### src/rtl/instr_fetch.sv
// Multicycle fetch: four byte reads assembled little-endian into a 32-bit instruction register.
// Optional FETCH_FLUSH_EN adds a flush input that abandons an in-progress fetch.
module instr_fetch #(
  parameter int WIDTH  = 8,
  parameter int INSTRW = 32
) (
  input  logic              clk,
  input  logic              rst,
  input  logic              start,
`ifdef FETCH_FLUSH_EN
  input  logic              flush,
`endif
  input  logic [WIDTH-1:0]  pc,
  input  logic [WIDTH-1:0]  memdata,
  output logic              memread,
  output logic [WIDTH-1:0]  adr,
  output logic [INSTRW-1:0] instr,
  output logic              instr_valid,
  output logic              busy,
  output logic [3:0]        irwrite
);

  typedef enum logic [1:0] {
    IDLE  = 2'd0,
    FETCH = 2'd1,
    DRAIN = 2'd2,
    DONE  = 2'd3
  } state_t;

  state_t               state_q, state_d;
  logic [WIDTH-1:0]     base_q, base_d;
  logic [1:0]           cnt_q, cnt_d;
  logic [3*WIDTH-1:0]   shadow_q, shadow_d;
  logic [INSTRW-1:0]    instr_q, instr_d;
  logic                 flush_w;

`ifdef FETCH_FLUSH_EN
  assign flush_w = flush;
`else
  assign flush_w = 1'b0;
`endif

  always_ff @(posedge clk) begin
    if (!rst) begin
      state_q  <= IDLE;
      base_q   <= '0;
      cnt_q    <= '0;
      shadow_q <= '0;
      instr_q  <= '0;
    end else begin
      state_q  <= state_d;
      base_q   <= base_d;
      cnt_q    <= cnt_d;
      shadow_q <= shadow_d;
      instr_q  <= instr_d;
    end
  end

  always_comb begin
    state_d  = state_q;
    base_d   = base_q;
    cnt_d    = cnt_q;
    shadow_d = shadow_q;
    instr_d  = instr_q;
    memread  = 1'b0;
    adr      = base_q;
    irwrite  = 4'b0000;
    unique case (state_q)
      IDLE, DONE: begin
        if (start) begin
          base_d  = pc;
          cnt_d   = '0;
          state_d = FETCH;
        end else begin
          state_d = IDLE;
        end
      end
      FETCH: begin
        memread = 1'b1;
        adr     = base_q + WIDTH'(cnt_q);
        // The byte requested last cycle arrives now; lane cnt-1 takes it.
        for (int i = 0; i < 3; i++) begin
          if (cnt_q == 2'(i + 1)) begin
            shadow_d[i*WIDTH +: WIDTH] = memdata;
            irwrite[i]                 = 1'b1;
          end
        end
        cnt_d = cnt_q + 2'd1;
        if (cnt_q == 2'd3) state_d = DRAIN;
        if (flush_w) begin
          shadow_d = shadow_q;
          cnt_d    = '0;
          state_d  = IDLE;
        end
      end
      DRAIN: begin
        irwrite = 4'b1000;
        if (flush_w) begin
          cnt_d   = '0;
          state_d = IDLE;
        end else begin
          instr_d = {memdata, shadow_q};
          state_d = DONE;
        end
      end
      default: state_d = IDLE;
    endcase
  end

  assign instr       = instr_q;
  assign instr_valid = (state_q == DONE);
  assign busy        = (state_q == FETCH) || (state_q == DRAIN);

endmodule

### config.mk
export PLATFORM = sky130hd
export DESIGN_NAME = instr_fetch
export DESIGN_NICKNAME = d
export VERILOG_FILES = /design/src/rtl/instr_fetch.sv
export SDC_FILE = /design/constraint.sdc
export NUM_CORES = 1
export LEC_CHECK = 0
export BUFFER_PORTS_ARGS = -buffer_cell sky130_fd_sc_hd__buf_4
export CORE_AREA = 2 2 89 91
export CTS_BUF_LIST = sky130_fd_sc_hd__clkbuf_16
export DETAILED_ROUTE_END_ITERATION = 16
export DIE_AREA = 0 0 91 93
export PLACE_DENSITY = 0.65
export SYNTH_ARGS = -nofsm -noshare
export SYNTH_HDL_FRONTEND = slang
export SYNTH_SLANG_ARGS = --single-unit
### constraint.sdc
create_clock -name clk -period 2.43 [get_ports clk]
set_clock_uncertainty 0.2 [all_clocks]
set_input_delay 0.1215 -clock clk [delete_from_list [all_inputs] [get_ports clk]]
set_output_delay 0.1215 -clock clk [all_outputs]
set_load 0.02 [all_outputs]
# Word level (Yosys, flattened, before mapping)
# Cells that the tools add are included.
# classes
add_sub_neg,2
multipliers,0
div,0
order_cmp,0
eq_ne,8
shifts,0
muxes,12
bitwise,1
n_reduce_logical,8
# op_table
operator,n
AND reduction 2 bit,5
adder 8 x 2 -> 8 bit,1
"== test 2 bit, second input constant",4
two-way mux 8 bit,1
two-way mux 1 bit,6
case mux 2 bit (3 select lines),1
"== test 2 x 1 -> 1 bit, second input constant",2
two-way mux 2 bit,2
"!= test 2 bit, second input constant",2
case mux 2 bit (2 select lines),1
two-way mux 3 bit,1
"adder 2 x 1 -> 2 bit, second input constant",1
zero test 2 bit,1
OR reduction 2 bit,1
logical OR 1 bit,1
NOT 1 bit,1
# totals
ff_bits,68
latchBits,0
ramBits,0
mem_bits_ro,0
input_bits,19
out_inout_bits,47
wordCells,38
mem_count,0

# Depth between registers and ports, before layout
# logic_depth
word_depth,4
mapped_depth,7
ltp_nobuf,6

# Worst setup path before layout
# Ideal clock, no wire load.
# synth_timing
path_type,register to output
startpoint,reg state_q[0]
endpoint,out adr[7]
arrival_time_ns,1.635
t_required_ns,2.109
slack_ns,0.474
path_stages_with_launch,6
path_buffers,1
cell_sequence,dfxtp_1 > ha_1 > buf_2 > nand4_1 > and4bb_2 > xor2_1
# synth_between
elab_chain_len,2
# synth_rtl
element,line,source
"start, declared",30,"state_t state_q, state_d;"
"start signal, assigned",51,state_q <= state_d;
== test 2 x 1 -> 1 bit,68,unique case (state_q)
two-way mux 8 bit,68,
"end, declared",16,"output logic [WIDTH-1:0] adr,"
# Every way passes these cells.

# Worst setup path after layout
# layout_timing
startpoint,reg cnt_q[0]
endpoint,out adr[4]
# layout_between
elab_chain_len,2
# layout_rtl
element,line,source
"start, declared",32,"logic [1:0] cnt_q, cnt_d;"
"start signal, assigned",53,cnt_q <= cnt_d;
adder 8 x 2 -> 8 bit,80,adr = base_q + WIDTH'(cnt_q);
two-way mux 8 bit,68,
# Every way passes these cells.

==> results.sh <==
export IMPL_fmax_mhz=446
export IMPL_ys_seq_elements=68
export IMPL_rsz0062_at_grt="false"
export IMPL_maxCapViolations=0
export IMPL_end_kind="output port"
export IMPL_critPathArrivalTime_ps=1920
export IMPL_first_iter_violations=122
export IMPL_critPathMaxFanout=6
export IMPL_slew_viol_final=0
export IMPL_die_w_um=91
export IMPL_fin_crit_ps=2240
export IMPL_r2r_slack_ps=430
export IMPL_final_util_pct=52.8
export IMPL_clk_pin_slew_ps=60
export IMPL_min_delay_start="start"
export IMPL_p_clk_share_pct=35.7
export IMPL_area_delta_synth_final_pct=37.3
export IMPL_slowest_delay_ps=380
export IMPL_peakVddDrop_mv=0.690
export IMPL_p_seq_share_pct=35.7
export IMPL_ys_seq_area_share_pct=47.0
export IMPL_r2r_cells=5
export IMPL_timing_final_crit_share_pct=92.3
export IMPL_cp_required_ps=2110
export IMPL_fin_nets=415
export IMPL_final_setup_viol_count=0
export IMPL_first_global_vias=2254
export IMPL_num_rows=32
export IMPL_yosysUniqueCellTypes=29
export IMPL_synthFlopType="dfxtp_1"
export IMPL_routedWlPerCell_um=13.4
export IMPL_drive_above_1_share_pct=23.2
export IMPL_clkSinkCount=68
export IMPL_drc=0
export IMPL_gr_usage_met1_pct=20.8
export IMPL_crit_type="flop to output port"
export IMPL_gp_congestion=0.746
export IMPL_grt_busiest_layer="met2"
export IMPL_fill_cells=723
export IMPL_sw_frac_of_total_pct=31.7
export IMPL_initial_core_util_pct=38.5
export IMPL_rr_startpoint="state_q[0]$_SDFFE_PN0P_"
export IMPL_placed_area_mm2=0.00344
export IMPL_final_hold_viol_count=0
export IMPL_cts_tree="done"
export IMPL_stdcell_area_mm2=0.00398
export IMPL_whs_ps=74.3
export IMPL_synthCells=303
export IMPL_wirelength_um=6630
export IMPL_grt_max_degree=69
export IMPL_die_area_mm2=0.00846
export IMPL_clk_latency_ps=320
export IMPL_use_met3_pct=4.03
export IMPL_powerDensity_mw_per_mm2=895
export IMPL_cts_buffers_inserted=9
export IMPL_grt_usage_pct=16.1
export IMPL_path_depth=7
export IMPL_ys_warn_count=0
export IMPL_drt_vias_per_instance=4.76
export IMPL_via_count=2353
export IMPL_dp_hpwl_um=4270
export IMPL_slowest_stage="fa_1"
export IMPL_portBuffers=65
export IMPL_cp_num_buf_inv=2
export IMPL_dieHeight_um=93
export IMPL_synthArstFlopShare_pct=0
export IMPL_fin_tns_setup_ps=0
export IMPL_gr_usage_met2_pct=25.6
export IMPL_synth_nets=331
export IMPL_p_leak_nw=1.56
export IMPL_antenna_found_initial=0
export IMPL_crit_end="adr[4]"
export IMPL_critical_path_top_delay_family="adder cells"
export IMPL_final_cell_mix="buf_4, dfxtp_1, nand2_1"
export IMPL_holdCritPathClass="input port to flop"
export IMPL_n_antenna_cell=0
export IMPL_io_pins=66
export IMPL_slew_headroom_pct=62.9
export IMPL_grt_pass1_wl_um=10900
export IMPL_cts_setup_buffers=0
export IMPL_overflow=0
export IMPL_path_cells="ha_1 > inv_1 > fa_1 > nand2b_1 > nor2_1 > xor2_1 > buf_4"
export IMPL_final_common_cell="buf_4"
export IMPL_htreeDepth=3
export IMPL_power_mw=3.56
export IMPL_clk_path_buf_depth=2
export IMPL_status="finished clean"
export IMPL_startpoint="cnt_q[0]$_SDFFE_PN0P_"
export IMPL_p_comb_share_pct=28.6
export IMPL_coreArea_mm2=0.00753
export IMPL_syn_area_mm2=0.00290
export IMPL_start_kind="flop"
export IMPL_synth_edf_count=0
export IMPL_r2r_end="base_q[5]$_SDFFE_PN0P_"
export IMPL_internal_power_mw=2.43
export IMPL_first_pass_iters=4
export IMPL_avgSynthCellArea_um2=9.56
export IMPL_p_switching_mw=1.13
export IMPL_cts_root_buffer="clkbuf_16"
export IMPL_ant_nets=0
export IMPL_max_slew_worst_pin_slew_ps=557
==> stage by stage <==
stage	setup slack [ps]	instances
finish	188	494
global route	76.2	494
CTS	97.6	494
detailed placement	450	454
global placement	487	454
floorplan	474	303
==> worst register-to-register path, cell delays in order (launching register included) <==
cell           delay (ps)
dfxtp_1               370
inv_1                  60
ha_2                  440
nand3_1               120
dlygate4sd3_1         570
a21boi_0              160
==> state kept, by name, indices dropped and copies added, names as in the netlist <==
| name | count |
|---|---|
| shadow_q | 24 |
| cnt_q | 2 |
| base_q | 8 |
| state_q | 2 |
| instr | 32 |
==> power by group through the flow <==
stage,Sequential [mW],Clock [mW],Combinational (mW)
after global routing,1.28,1.34,1.10
final,1.27,1.27,1.02
after detailed placement,1.29,0,0.954
after floorplan,1.31,0,0.626
after CTS,1.27,1.30,1.02
after global placement,1.29,0,0.944
==> logic make-up (layout without fill, tap and decap cells) <==
| family | count (synthesis) | count (layout) | share of synthesized area (%) |
|---|---|---|---|
| simple gates | 116 | 116 | 20.6 |
| compound gates | 41 | 41 | 10.2 |
| xor+xnor | 6 | 6 | 1.81 |
| mux | 33 | 33 | 11.4 |
| fa+ha+maj | 9 | 9 | 4.15 |
| flops | 68 | 68 | 47.0 |
| buf+inv | 30 | 119 | 4.80 |
==> metal layers <==
layer | wire length, um | up-vias
li1 | - | 1186
met1 | 3220 | 1106
met2 | 3020 | 49
met3 | 272 | 12
met4 | 123 | 0
met5 | 0 | -
==> layout make-up <==
| type | count | area [um^2] | area share (%) |
|---|---|---|---|
| clock buffer | 9 | 225 | 5.66 |
| clock inverter | 7 | 67.6 | 1.70 |
| inverter | 10 | 37.5 | 0.944 |
| multi-input combinational | 205 | 1400 | 35.2 |
| sequential | 68 | 1360 | 34.3 |
| tap | 102 | 128 | 3.21 |
| timing repair buffer | 93 | 758 | 19.1 |
==> worst min-delay path by stage <==
| stage | endpoint | slack, ps | depth (start not counted) |
|---|---|---|---|
| 4_1_cts | cnt_q[1]$_SDFFE_PN0P_ | 70 | 4 |
| 3_3_place_gp | base_q[5]$_SDFFE_PN0P_ | 200 | 3 |
| 5_1_grt | cnt_q[0]$_SDFFE_PN0P_ | 150 | 4 |
| 6_report | cnt_q[1]$_SDFFE_PN0P_ | 70 | 4 |
| 2_1_floorplan | base_q[0]$_SDFFE_PN0P_ | 80 | 2 |
| 3_5_place_dp | base_q[3]$_SDFFE_PN0P_ | 200 | 3 |
==> what timing repair did <==
item / 4_1_cts / 5_1_grt
gates resized for setup: 0 / 1
hold buffers: 24 / 0
setup endpoints to repair: 0 / 1
hold endpoints to repair: 40 / 0
==> Yosys cell counts, drive strengths merged (2+ instances only) <==
cell / instances / area [um^2]
dfxtp: 68 / 1360
nand2: 40 / 153
a21boi: 34 / 255
nor2b: 33 / 209
mux2i: 32 / 320
nand3: 32 / 160
clkbuf: 11 / 41.3
inv: 10 / 37.5
buf: 9 / 60.1
ha: 8 / 100
xor2: 5 / 43.8
nor2: 4 / 15.0
o21ai: 3 / 15.0
a21oi: 2 / 10.0
nand2b: 2 / 12.5
or4b: 2 / 20.0
Power figures use the tool's default switching activity.
